### src/rtl/instruction_cache.sv
// Direct-mapped instruction cache that issues 128-bit line reads to instruction_memory.
// Optional hit/miss counters are enabled by defining ICACHE_PERF_CNT_EN.
module instruction_cache #(
  parameter int IDX_BITS = 3
) (
  input  logic         CLK,
  input  logic         RESET,
  input  logic [31:0]  PC,
  input  logic         FLUSH,
  output logic [31:0]  INSTRUCTION,
  output logic         BUSYWAIT,
  output logic         INST_MEM_READ,
  output logic [27:0]  INST_MEM_ADDRESS,
  input  logic [127:0] INST_MEM_READDATA,
  input  logic         INST_MEM_BUSYWAIT
`ifdef ICACHE_PERF_CNT_EN
  ,
  output logic [31:0]  HIT_COUNT,
  output logic [31:0]  MISS_COUNT
`endif
);

  localparam int LINES    = 1 << IDX_BITS;
  localparam int TAG_BITS = 28 - IDX_BITS;

  typedef enum logic [1:0] {
    S_IDLE,
    S_MEM_REQ,
    S_MEM_WAIT,
    S_UPDATE
  } state_t;

  state_t                r_state;
  state_t                w_nextState;
  logic [LINES-1:0]      r_valid;
  logic [TAG_BITS-1:0]   r_tag [LINES];
  logic [127:0]          r_data [LINES];
  logic [127:0]          r_fillData;
  logic [27:0]           r_addr;
  logic                  r_read;
  logic                  r_pendFlush;

  logic [IDX_BITS-1:0]   w_idx;
  logic [TAG_BITS-1:0]   w_tag;
  logic [IDX_BITS-1:0]   w_fillIdx;
  logic [TAG_BITS-1:0]   w_fillTag;
  logic [127:0]          w_line;
  logic [31:0]           w_word;
  logic                  w_hit;
  logic [1:0]            w_unused;

  assign w_idx     = PC[4 +: IDX_BITS];
  assign w_tag     = PC[31 -: TAG_BITS];
  assign w_fillIdx = r_addr[IDX_BITS-1:0];
  assign w_fillTag = r_addr[27 -: TAG_BITS];
  assign w_line    = r_data[w_idx];
  assign w_word    = w_line[{PC[3:2], 5'b00000} +: 32];
  assign w_hit     = (r_state == S_IDLE) && r_valid[w_idx] && (r_tag[w_idx] == w_tag);
  assign w_unused  = PC[1:0];

  assign INST_MEM_READ    = r_read;
  assign INST_MEM_ADDRESS = r_addr;

  always_ff @(posedge CLK or posedge RESET) begin
    if (RESET) r_state <= S_IDLE;
    else       r_state <= w_nextState;
  end

  always_comb begin
    w_nextState = r_state;
    case (r_state)
      S_IDLE:     if (!w_hit) w_nextState = S_MEM_REQ;
      S_MEM_REQ:  if (INST_MEM_BUSYWAIT) w_nextState = S_MEM_WAIT;
      S_MEM_WAIT: if (!INST_MEM_BUSYWAIT) w_nextState = S_UPDATE;
      S_UPDATE:   w_nextState = S_IDLE;
      default:    w_nextState = S_IDLE;
    endcase
  end

  always_comb begin
    BUSYWAIT    = 1'b1;
    INSTRUCTION = 32'h0;
    if (w_hit) begin
      BUSYWAIT    = 1'b0;
      INSTRUCTION = w_word;
    end
  end

  // Request lines stay registered so the memory sees them stable for the whole fill.
  always_ff @(posedge CLK or posedge RESET) begin
    if (RESET) begin
      r_read     <= 1'b0;
      r_addr     <= 28'h0;
      r_fillData <= 128'h0;
    end else begin
      r_read <= (w_nextState == S_MEM_REQ) || (w_nextState == S_MEM_WAIT);
      if (r_state == S_IDLE && !w_hit)
        r_addr <= PC[31:4];
      if (r_state == S_MEM_WAIT && !INST_MEM_BUSYWAIT)
        r_fillData <= INST_MEM_READDATA;
    end
  end

  // A flush seen mid-fill must keep the arriving line from becoming valid.
  always_ff @(posedge CLK or posedge RESET) begin
    if (RESET) begin
      r_valid     <= '0;
      r_pendFlush <= 1'b0;
    end else begin
      if (FLUSH)
        r_valid <= '0;
      else if (r_state == S_UPDATE)
        r_valid[w_fillIdx] <= !r_pendFlush;
      if (r_state == S_UPDATE)
        r_pendFlush <= 1'b0;
      else if (FLUSH && (r_state == S_MEM_REQ || r_state == S_MEM_WAIT))
        r_pendFlush <= 1'b1;
    end
  end

  always_ff @(posedge CLK) begin
    if (r_state == S_UPDATE) begin
      r_tag[w_fillIdx]  <= w_fillTag;
      r_data[w_fillIdx] <= r_fillData;
    end
  end

`ifdef ICACHE_PERF_CNT_EN
  logic [31:0] r_hitCount;
  logic [31:0] r_missCount;

  assign HIT_COUNT  = r_hitCount;
  assign MISS_COUNT = r_missCount;

  always_ff @(posedge CLK or posedge RESET) begin
    if (RESET) begin
      r_hitCount  <= 32'h0;
      r_missCount <= 32'h0;
    end else begin
      if (w_hit)
        r_hitCount <= r_hitCount + 32'h1;
      if (r_state == S_IDLE && !w_hit)
        r_missCount <= r_missCount + 32'h1;
    end
  end
`endif

endmodule

### config.mk
export PLATFORM = sky130hd
export DESIGN_NAME = instruction_cache
export DESIGN_NICKNAME = d
export VERILOG_FILES = /design/src/rtl/instruction_cache.sv
export SDC_FILE = /design/constraint.sdc
export NUM_CORES = 1
export LEC_CHECK = 0
export BUFFER_PORTS_ARGS = -buffer_cell sky130_fd_sc_hd__buf_2
export CORE_MARGIN = 4
export CORE_UTILIZATION = 30
export DETAILED_ROUTE_END_ITERATION = 7
export GPL_TIMING_DRIVEN = 0
export SKIP_CTS_REPAIR_TIMING = 1
export SYNTH_ARGS = -nofsm -noshare
export SYNTH_HDL_FRONTEND = slang
export SYNTH_SLANG_ARGS = --single-unit
### constraint.sdc
create_clock -name CLK -period 14.5 [get_ports CLK]
set_clock_uncertainty 0.1 [all_clocks]
set_input_delay 0 -clock CLK [delete_from_list [all_inputs] [get_ports CLK]]
set_output_delay 0 -clock CLK [all_outputs]
set_load 0.05 [all_outputs]
==> results of run 1 <==
layer usage:
metal | part of all wire, % | up-vias
met5 | 0 | -
met2 | 51 | 811
met1 | 41 | 14000
met3 | 5.7 | 167
met4 | 2.6 | 0
li1 | - | 11000
sequential cells by signal (all words and copies together), names as in the netlist:
signal            cells
r_data             1024
r_valid               8
INST_MEM_READ         1
r_state               2
r_fillData          128
r_pendFlush           1
r_tag               200
INST_MEM_ADDRESS     28
layout make-up:
type	instances	area, um2	share of cell area [%]
diodes	4	10.0	0.0152
multi-input cells	753	11600	17.6
clock buffers	193	3790	5.75
well taps	2340	2930	4.44
plain buffers	114	493	0.747
clock inverters	57	657	0.995
repair buffers	596	5520	8.36
inverters	6	30.0	0.0455
flip-flops and latches	1392	41000	62.1
power groups by stage:
| stage | Combinational [W] | Clock (W) | Sequential, W |
|---|---|---|---|
| global route | 0.00139 | 0.00378 | 0.00604 |
| finish | 0.00130 | 0.00352 | 0.00595 |
| global placement | 0.00116 | 0 | 0.00612 |
| detailed placement | 0.00127 | 0 | 0.00604 |
| floorplan | 0.000671 | 0 | 0.00598 |
| CTS | 0.00127 | 0.00360 | 0.00595 |
kinds of logic after synthesis:
group | synth area share [%]
buffers and inverters | 0.972
multiplexers | 19.9
AO/OA/AOI/OAI | 0.680
XOR/XNOR | 0.281
adder cells (fa/ha/maj) | 0.118
AND/OR/NAND/NOR | 0.755
flip-flops | 77.2
cells in the mapped netlist, types with 5 or more instances:
| library cell | count |
|---|---|
| a211oi_1 | 9 |
| a21oi_1 | 9 |
| a22oi_1 | 17 |
| and3_1 | 6 |
| buf_1 | 35 |
| buf_2 | 19 |
| buf_4 | 5 |
| clkbuf_1 | 52 |
| dfrtp_1 | 168 |
| edfxtp_1 | 1224 |
| ha_1 | 5 |
| inv_1 | 6 |
| mux2_2 | 148 |
| mux2_4 | 9 |
| mux2i_1 | 80 |
| mux4_2 | 354 |
| nand2_1 | 7 |
| nand2b_1 | 5 |
| nand3_1 | 6 |
| nor2_1 | 52 |
| o21ai_0 | 5 |
| xnor2_1 | 10 |
| xor2_1 | 7 |
worst paths after layout:
| check | end | slack [ps] |
|---|---|---|
| hold / removal | r_fillData[65] | -10 |
| setup reg to reg | r_fillData[107] | 10610 |
| setup / recovery | INSTRUCTION[21] | 9270 |
| max in group asynchronous | r_fillData[23] | 12860 |
| min in group asynchronous | INST_MEM_ADDRESS[7] | 300 |
| hold reg to reg | r_valid[5] | 470 |
stage by stage:
| step | utilization [%] | std cells | worst slack [ps] |
|---|---|---|---|
| 2_1_floorplan | - | 2265 | 2000 |
| 3_3_place_gp | 32.4 | 4824 | -10790 |
| 3_5_place_dp | 33.3 | 4914 | 9570 |
| 4_1_cts | 35.9 | 5164 | 9100 |
| 5_1_grt | 37.5 | 5452 | 9000 |
| 6_report | 37.5 | 5455 | 9270 |
worst max-delay path, cell delays in order (launching register included):
cell	delay [ps]
edfxtp_1	370
mux4_2	480
mux2i_1	230
xor2_1	160
o21ai_0	200
nor4_1	440
nand4_1	940
clkbuf_1	640
nor2_1	520
buf_2	350
==> metrics.md, run 1 <==
| Metric | Value |
|---|---|
| Post-DP HPWL | `89800 um` |
| Hold Path Stages | `3` |
| Sw power | `0.00283 W` |
| Htree depth | `4` |
| Setup TNS | `0 ps` |
| Leading post-synthesis cells by cell area | `edfxtp_1 (69%), mux4_2 (15%), dfrtp_1 (7.9%), mux2_2 (3.1%), mux2i_1 (1.5%)` |
| Setup Crit Path Kind | `flip-flop to output pin` |
| Initial DRC count | `2427` |
| Setup crit end kind | `output pin` |
| Total Power | `0.0108 W` |
| Pin count of the biggest net entering global routing | `69` |
| Pwr/cell area | `163 nW/um2` |
| R2r startpoint | `r_state[0]` |
| DR pass1 iterations | `5` |
| Global-route wire length before repair | `192000 um` |
| Synth Cell Area | `53000 um2` |
| Post-synth EDFFs | `1224` |
| Clk sinks | `1392` |
| Chip height | `428 um` |
| Die X | `428 um` |
| Mapped Nets | `2434` |
| Worst slew pin tran | `1280 ps` |
| Layout cells sized above 1 | `33.7%` |
| Status | `finished with violations` |
| Comb pwr share | `12.1%` |
| HP Start | `INST_MEM_READDATA[65]` |
| Synthesis-stage register bit count | `1392` |
| CTS tree | `yes` |
| GR met3 Demand/Resource | `3.01%` |
| Post-synthesis sequential area ratio | `77.2%` |
| FMAX | `191 MHz` |
| Internal cell power | `0.00795 W` |
| Syn_area_per_cell | `23.4 um2` |
| Final nets | `3167` |
| Pleak | `22.0 nW` |
| Yosys warning count | `0` |
| Worst setup SP type | `flip-flop` |
| Failing checks | `negative hold slack` |
| I/O pins | `226` |
| DR WL/cell | `24.8 um` |
| Min cycle time layout | `5230 ps` |
| HP Class | `primary input to flip-flop` |
| Slew Limit Fails | `0` |
| Req. time, crit path | `14400 ps` |
| Final critical-path share of the clock period | `36.0%` |
| Final Cell Area | `66000 um2` |
| Switch share | `26.3%` |
| RSZ-0062 raised after global routing | `false` |
| Main flop type after synthesis | `edfxtp_1` |
| Initial antenna violation count | `6` |
| Core Area | `176000 um2` |
| Worst Reg2Reg Path Length in Cells | `7` |
| Area grow syn2layout | `24.4%` |
| Hold slack final | `-9.97 ps` |
| Crit path launch | `r_tag[2][1]` |
| Remaining global-route overflow | `0` |
| Final ANT Viol Nets | `0` |
| Critical path data arrival time | `5130 ps` |
| Commonest non-fill, non-tap cell in the layout | `edfxtp_1` |
| DR DRC count | `0` |
| RePlAce Congestion | `0.728` |
| Root Driver | `clkbuf_16` |
| Worst Path Max Fanout | `10` |
| Syn Inst Count | `2265` |
| Met1 usage | `18.6%` |
| Worst-path clk slew | `70 ps` |
| Dpl cell area | `58700 um2` |
| Via density | `4.77` |
| Post-synth top area share | `69.3%` |
| Initial Util | `30.1%` |
| Count of unique library cells instantiated by Yosys | `41` |
| Max-cap violations | `0` |
| Async set or reset register ratio after synthesis | `12.1%` |
| Reg power frac | `55.2%` |
| Vias | `26000` |
| Routed WL | `135000 um` |
| VDD IR max | `103 uV` |
| Clk pwr share | `32.7%` |
| Setup violation total in the final timing report | `0` |
| Worst-Skew Late Latency | `760 ps` |
| Headroom to the max-slew limit | `14.4%` |
| Number of global-route vias before repair | `25500` |
| Largest area contributor in the netlist | `edfxtp_1` |
| Most frequent cells in the layout | `edfxtp_1 (1224), mux4_2 (354), dlygate4sd3_1 (287)` |
| TritonCTS Buffers | `135` |
| FP Rows | `154` |
| # port buffers | `219` |
| Gr busiest metal | `met2` |
| FILL cells | `15800` |
| Die footprint | `184000 um2` |
| Met2 usage | `24.5%` |
| Clock buffer depth | `3` |
| Final hold violation count | `3` |
| All-Layer GR Usage | `14.4%` |
Power figures use the tool's default switching activity.
==> inputs of run 2 (changes only) <==
clock period = 4.9 ns   (was 14.5 ns; I/O delays follow)
==> run 2 against run 1 <==
The run still ends with negative hold slack left. Combinational power grew to 3.0 times the previous value. Non-clock buffer count down 24. Power rose to 3.0 times the previous value. Sequential power increased to 3.0 times the previous value. Worst setup slack got worse by 9100 ps. Hold slack better by 2.1 ps. Largest power group unchanged. Via count shrank 0.38%. Final cell count down 0.46%. Core utilization barely moved. Critical path type unchanged.
==> metrics.md, run 2 (same netlist as run 1, synthesis figures left out) <==
| Metric | Value |
|---|---|
| Setup TNS | `0 ps (unchanged)` |
| R2r startpoint | `r_state[0]` |
| Slew Limit Fails | `0 (unchanged)` |
| Slowest stage delay, CP | `520 ps (-420 ps)` |
| FMAX | `213 MHz` |
| FP Rows | `154 (unchanged)` |
| Req. time, crit path | `4800 ps (-9600 ps)` |
| RePlAce Congestion | `0.735 (+0.99%)` |
| Post-Route Utilization | `37.5% (about the same)` |
| Number of global-route vias before repair | `25400 (-0.31%)` |
| Worst slew pin tran | `1270 ps (-10.8 ps)` |
| Most frequent cells in the layout | `edfxtp_1 (1224), mux4_2 (354), dlygate4sd3_1 (277)` |
| TritonCTS Buffers | `135 (unchanged)` |
| Final ANT Viol Nets | `0 (unchanged)` |
| Clk sinks | `1392 (unchanged)` |
| CTS tree | `yes` |
| Pwr/cell area | `484 nW/um2 (+200%)` |
| Critical path data arrival time | `4580 ps (-550 ps)` |
| Worst Path Max Fanout | `10 (unchanged)` |
| Biggest register | `r_data` |
| HP Start | `INST_MEM_READDATA[116]` |
| DR pass1 iterations | `5 (unchanged)` |
| DR WL/cell | `24.9 um (+0.36%)` |
| Max reg flops | `1024 (unchanged)` |
| Worst setup SP type | `flip-flop` |
| Core Area | `176000 um2 (unchanged)` |
| Min cycle time layout | `4680 ps` |
| Status | `finished with violations` |
| Area grow syn2layout | `24.5% (about the same)` |
| Hold EP | `r_fillData[116]` |
| Initial Util | `30.1% (unchanged)` |
| I/O pins | `226 (unchanged)` |
| Die X | `428 um (unchanged)` |
| VDD IR max | `344 uV (+230%)` |
| Max-cap violations | `0 (unchanged)` |
| Root Driver | `clkbuf_16` |
| Commonest non-fill, non-tap cell in the layout | `edfxtp_1` |
| Routed WL | `135000 um (about the same)` |
| HP Class | `primary input to flip-flop` |
| Hold slack final | `-7.90 ps (+2.07 ps)` |
| Worst-path clk slew | `60 ps (about the same)` |
| Worst reg-to-reg setup slack | `1190 ps (-9420 ps)` |
| Crit path max-delay cell type | `nor2_1` |
| FILL cells | `15900 (+0.27%)` |
| R2R Path End | `r_fillData[6]` |
| Post-DP HPWL | `89900 um (+0.21%)` |
| Cell breakdown of the critical path | `mux4_2, mux2i_1, xor2_1, o2111ai_1, nor4_2, nand4_1, buf_4, clkbuf_1, nor2_1, buf_2` |
| Setup violation total in the final timing report | `0 (unchanged)` |
| Initial DRC count | `2543 (+4.8%)` |
| RSZ-0062 raised after global routing | `false` |
| Remaining global-route overflow | `0 (unchanged)` |
| # port buffers | `219 (unchanged)` |
| Global-route wire length before repair | `191000 um (-0.43%)` |
| Worst-Skew Late Latency | `750 ps (about the same)` |
| Clock buffer depth | `3 (unchanged)` |
| Pin count of the biggest net entering global routing | `95 (+38%)` |
| Largest regs | `r_data: 1024 flops, r_tag: 200 flops, r_fillData: 128 flops` |
| Final hold violation count | `1 (-2)` |
| Via density | `4.77 (about the same)` |
| Vias | `25900 (-0.38%)` |
| Layout cells sized above 1 | `33.9% (+0.20 points)` |
| Setup crit end kind | `output pin` |
| Die footprint | `184000 um2 (unchanged)` |
| Headroom to the max-slew limit | `15.1% (+0.72 points)` |
| Initial antenna violation count | `4 (-2)` |
| Failing checks | `negative hold slack` |
| Htree depth | `4 (unchanged)` |
| All-Layer GR Usage | `14.4% (-0.058 points)` |
| DR DRC count | `0 (unchanged)` |
| Hold Path Stages | `3 (unchanged)` |
| Setup Crit Path Kind | `flip-flop to output pin` |
| Final critical-path share of the clock period | `95.6%` |
| Final nets | `3143 (-0.76%)` |
| Pleak | `22.0 nW (about the same)` |
| Worst Reg2Reg Path Length in Cells | `6 (-1)` |
| Chip height | `428 um (unchanged)` |
-- run 2: cell count changes in the layout (fill, tap and decap cells not counted), moves of 7 or more --
cell and change:
buf_8 +7, buf_16 +12, dlygate4sd3_1 -10, clkinv_2 +9, clkbuf_1 -11, buf_6 -34
-- run 2: per-stage QoR --
step                power, W  std cells  cell area, um2  hold WS, ps  worst slack [ps]
global route          0.0332       5428           66000        -4.32               105
floorplan             0.0196       2265           53100         48.0              -562
CTS                   0.0321       5145           63200         -760              -628
detailed placement    0.0217       4898           58800         39.8              -193
global placement      0.0214       4824           57100          132             -5560
finish                0.0319       5430           66000        -7.90               216
-- run 2: worst max-delay path by stage --
| stage | startpoint | to | slack (ps) |
|---|---|---|---|
| floorplan | INST_MEM_ADDRESS[2] | r_valid[2] | -560 |
| global placement | r_state[1] | r_valid[3] | -5560 |
| detailed placement | PC[5] | INSTRUCTION[18] | -190 |
| CTS | r_tag[5][13] | INSTRUCTION[18] | -630 |
| global route | r_tag[5][13] | INSTRUCTION[18] | 110 |
| finish | r_tag[2][13] | INSTRUCTION[18] | 220 |
-- run 2: layout make-up --
class	count	area, um2	area share (%)
Clock buffer	177	3650	5.52
Tap cell	2340	2930	4.43
Sequential cell	1392	41000	62.0
Clock inverter	70	786	1.19
Antenna cell	6	15.0	0.0227
Buffer	114	493	0.747
Inverter	6	30.0	0.0455
Multi-Input combinational cell	753	11600	17.6
Timing Repair Buffer	572	5510	8.35
-- run 2: critical path: cells and delay by family (launching register included) --
family,cells,cell delay [ps]
mux,2,760
buf+inv,3,1000
compound gates,1,280
xor+xnor,1,240
simple gates,3,1180
flops,1,360
-- run 2: per-layer routing --
metal	global-route usage [%]	vias up	part of all wire (%)
li1	-	11000	-
met1	18.8	13900	41
met2	24.1	837	51
met3	2.78	169	5.7
met4	4.80	0	2.7
met5	0	-	0
-- run 2: report_power, final --
group	leakage, nW	switching, W	total, W	internal (W)
Clock	2.17	0.00449	0.0104	0.00594
Combinational	6.74	0.00210	0.00388	0.00178
Sequential	13.1	0.00180	0.0176	0.0158
==> inputs of run 3 (changes only) <==
ABC_AREA = 1   (was unset)
clock period = 4.29 ns   (was 4.9 ns; I/O delays follow)
==> run 3 against run 2 <==
The flow finishes with violations (negative hold slack, negative setup slack). First-iteration DRC count rose by 75%. Non-clock buffer count up 153. Synthesized cell count grew 92%. Routed wire length rose by 35%. Worst setup slack got worse by 240 ps. Synthesized area is 5.6% higher. Hold slack lost 28 ps. Largest cell class unchanged. Highest routed layer unchanged.
==> metrics.md, run 3 <==
| Metric | Value |
|---|---|
| Adder-cell share of the synthesized area | `0.112% (-0.0062 points)` |
| Most frequent cells in the layout | `nand2_1 (1249), edfxtp_1 (1224), a21oi_1 (393)` |
| Post-synthesis sequential area ratio | `73.2% (-4.1 points)` |
| Crit path max-delay cell type | `a211oi_1` |
| Final hold violation count | `3 (+2)` |
| Compound-cell area share of the yosys netlist | `9.42% (+8.7 points)` |
| Die X | `440 um (+2.7%)` |
| Final nets | `5224 (+66%)` |
| Worst Reg2Reg Path Length in Cells | `8 (+2)` |
| Setup Crit Path Kind | `flip-flop to output pin` |
| HP Class | `primary input to flip-flop` |
| DR DRC count | `0 (unchanged)` |
| All-Layer GR Usage | `18.2% (+3.9 points)` |
| Non-Filler Instances | `7659 (+41%)` |
| Pin count of the biggest net entering global routing | `99 (+4.2%)` |
| DR pass1 iterations | `6 (+1)` |
| Pwr/cell area | `540 nW/um2 (+12%)` |
| Pleak | `25.2 nW (+15%)` |
| Core Area | `185000 um2 (+5.4%)` |
| Final worst slack | `-19.7 ps (-236 ps)` |
| Headroom to the max-slew limit | `10.3% (-4.8 points)` |
| Hold Path Stages | `3 (unchanged)` |
| Most frequent cells after synthesis | `nand2_1 (1249), edfxtp_1 (1224), a21oi_1 (393)` |
| DR WL/cell | `23.9 um (-4.0%)` |
| VDD IR max | `276 uV (-20%)` |
| Slowest stage delay, CP | `840 ps (+320 ps)` |
| CTS tree | `yes` |
| Remaining global-route overflow | `0 (unchanged)` |
| Layout cells sized above 1 | `14.8% (-19 points)` |
| Hold slack final | `-35.4 ps (-27.5 ps)` |
| Synthesis-stage register bit count | `1392 (unchanged)` |
| Min cycle time layout | `4310 ps` |
| Via density | `5.05 (+5.9%)` |
| Post-DP HPWL | `125000 um (+38%)` |
| Max reg flops | `1024 (unchanged)` |
| Area grow syn2layout | `23.4%` |
| RSZ-0062 raised after global routing | `false` |
| Largest regs | `r_data: 1024 flops, r_tag: 200 flops, r_fillData: 128 flops` |
| Post-Synth XOR/XNOR Area | `0% (-0.28 points)` |
| Failing checks | `negative hold slack, negative setup slack` |
| Post-synth EDFFs | `1224 (unchanged)` |
| Placed Cells incl. Taps | `7111 (+45%)` |
| Leading post-synthesis cells by cell area | `edfxtp_1 (66%), nand2_1 (8.4%), dfrtp_1 (7.5%), a21oi_1 (3.5%), mux2_2 (2.6%)` |
| FP Rows | `158 (+2.6%)` |
| Syn_area_per_cell | `12.9 um2 (-45%)` |
| Synth Area in Simple Gates | `11.3% (+11 points)` |
| Final ANT Viol Nets | `0 (unchanged)` |
| Status | `finished with violations` |
| Setup violation total in the final timing report | `1 (+1)` |
| Biggest register | `r_data` |
| Total Power | `0.0373 W (+17%)` |
| Post-synthesis mux area share | `2.58% (-17 points)` |
| Htree depth | `4 (unchanged)` |
| Critical path data arrival time | `4210 ps (-370 ps)` |
| Commonest non-fill, non-tap cell in the layout | `nand2_1` |
| Worst slew pin tran | `1350 ps (+71.7 ps)` |
| Setup crit end kind | `output pin` |
| Die footprint | `194000 um2 (+5.4%)` |
| FILL cells | `17800 (+12%)` |
| Max-cap violations | `0 (unchanged)` |
| Clk sinks | `1392 (unchanged)` |
| Routed WL | `183000 um (+35%)` |
| RePlAce Congestion | `0.915 (+24%)` |
| Worst-Skew Late Latency | `780 ps (+30 ps)` |
| Syn Inst Count | `4353 (+92%)` |
| Number of global-route vias before repair | `35900 (+41%)` |
| Number of cells on the critical path | `11 (+1)` |
| Largest family of logic cells by synthesized area | `simple AND/OR/NAND/NOR gates` |
| CP delay by family, top | `simple AND/OR/NAND/NOR gates` |
| Cell breakdown of the critical path | `inv_1, ha_1, nand3_1, nor2_1, nand2_1, nor2_1, nand3_1, nor2_2, inv_2, a211oi_1, buf_2` |
| # port buffers | `218 (-0.46%)` |
| Worst-path clk slew | `60 ps (about the same)` |
| Largest area contributor in the netlist | `edfxtp_1` |
| Initial Util | `30.2% (+0.042 points)` |
| Vias | `38700 (+49%)` |
| Final critical-path share of the clock period | `100%` |
| Yosys warning count | `0 (unchanged)` |
| Count of unique library cells instantiated by Yosys | `28 (-32%)` |
| Slew Limit Fails | `0 (unchanged)` |
| Global-route wire length before repair | `257000 um (+35%)` |
| Initial DRC count | `4445 (+75%)` |
| I/O pins | `226 (unchanged)` |
| Synth Cell Area | `56000 um2 (+5.6%)` |
| Bufs and invs on worst path | `3 (unchanged)` |
| Req. time, crit path | `4190 ps (-610 ps)` |
| Main flop type after synthesis | `edfxtp_1` |
| Root Driver | `clkbuf_16` |
| # diodes | `0 (-6)` |
| Top-count cell post-synth | `nand2_1` |
| Initial antenna violation count | `5 (+1)` |
| Async set or reset register ratio after synthesis | `12.1% (unchanged)` |
| Post-synth top area share | `65.7% (-3.6 points)` |
| TritonCTS Buffers | `146 (+8.1%)` |
| Worst Path Max Fanout | `7 (-3)` |
| Chip height | `440 um (+2.7%)` |
| Mapped Nets | `4522 (+86%)` |
| Clock buffer depth | `3 (unchanged)` |
| Worst setup SP type | `flip-flop` |
| FMAX | `232 MHz` |
## run 3: cell types whose count changed after synthesis, sizes merged, moves of 47 or more
cell,before,now
a21oi,9,393
nand2,7,1249
a32o,0,96
nand3,6,227
mux4,354,0
buf,62,116
clkbuf,52,169
mux2i,80,0
nor2,52,111
a22oi,17,64
o211ai,0,65
inv,6,165
## run 3: per-layer routing
metal	vias to the layer above	track usage [%]	wire, um
met3	339	3.02	14500
met4	0	9.20	8990
met1	19400	24.0	72300
li1	17200	-	-
met2	1801	29.2	87400
met5	-	0	0
## run 3: worst reg2reg max path, delay by kind of cell, from the launching register on
kind | cells | cell delay (ps)
adder cells (fa/ha/maj) | 1 | 240
flip-flops | 1 | 460
AND/OR/NAND/NOR | 2 | 860
buffers and inverters | 5 | 1140
## run 3: cell families after synthesis
kind of cell	Yosys count
and+or+nand+nor	1599
DFF	1392
AOI/OAI and AO/OA	779
buffers and inverters	450
muxes	128
adders and majority gates	5
## run 3: path summary, 6_finish.rpt
kind | start | endpoint | slack (ps)
worst max register to register | r_state[1] | r_data[2][38] | 1170
max in group asynchronous | RESET | r_fillData[111] | 2540
min in group asynchronous | RESET | INST_MEM_ADDRESS[8] | 500
worst min-delay path | INST_MEM_READDATA[46] | r_fillData[46] | -40
worst min register to register | INST_MEM_ADDRESS[0] | INST_MEM_ADDRESS[0] | 460
worst max-delay path | r_state[0] | INSTRUCTION[0] | -20
## run 3: power breakdown
part	internal [W]	switching [W]
logic	0.00164	0.00309
clock network	0.00719	0.00537
registers	0.0180	0.00204
total	0.0268	0.0105
## run 3: area by class of cell
| cell class | count | area (um2) | area share, % |
|---|---|---|---|
| multi-input combinational | 2511 | 13200 | 19.1 |
| clock inverter | 50 | 438 | 0.634 |
| sequential | 1392 | 41000 | 59.3 |
| buffer | 285 | 1280 | 1.86 |
| clock buffer | 222 | 4320 | 6.25 |
| tap | 2480 | 3100 | 4.49 |
| timing repair buffer | 554 | 5170 | 7.49 |
| inverter | 165 | 627 | 0.907 |
## run 3: through the flow
| step | hold WS [ps] | setup WS (ps) | cell area (um2) | TNS, ps | utilization (%) |
|---|---|---|---|---|---|
| global placement | 132 | -5400 | 60200 | -5070690 | 32.5 |
| CTS | -700 | -64.9 | 66300 | -127 | 35.8 |
| finish | -35.4 | -19.7 | 69100 | -19.7 | 37.3 |
| floorplan | 9.62 | -1230 | 56000 | -808860 | - |
| global route | 0.0608 | 10.7 | 69100 | 0 | 37.3 |
| detailed placement | 136 | -58.6 | 61600 | -101 | 33.2 |
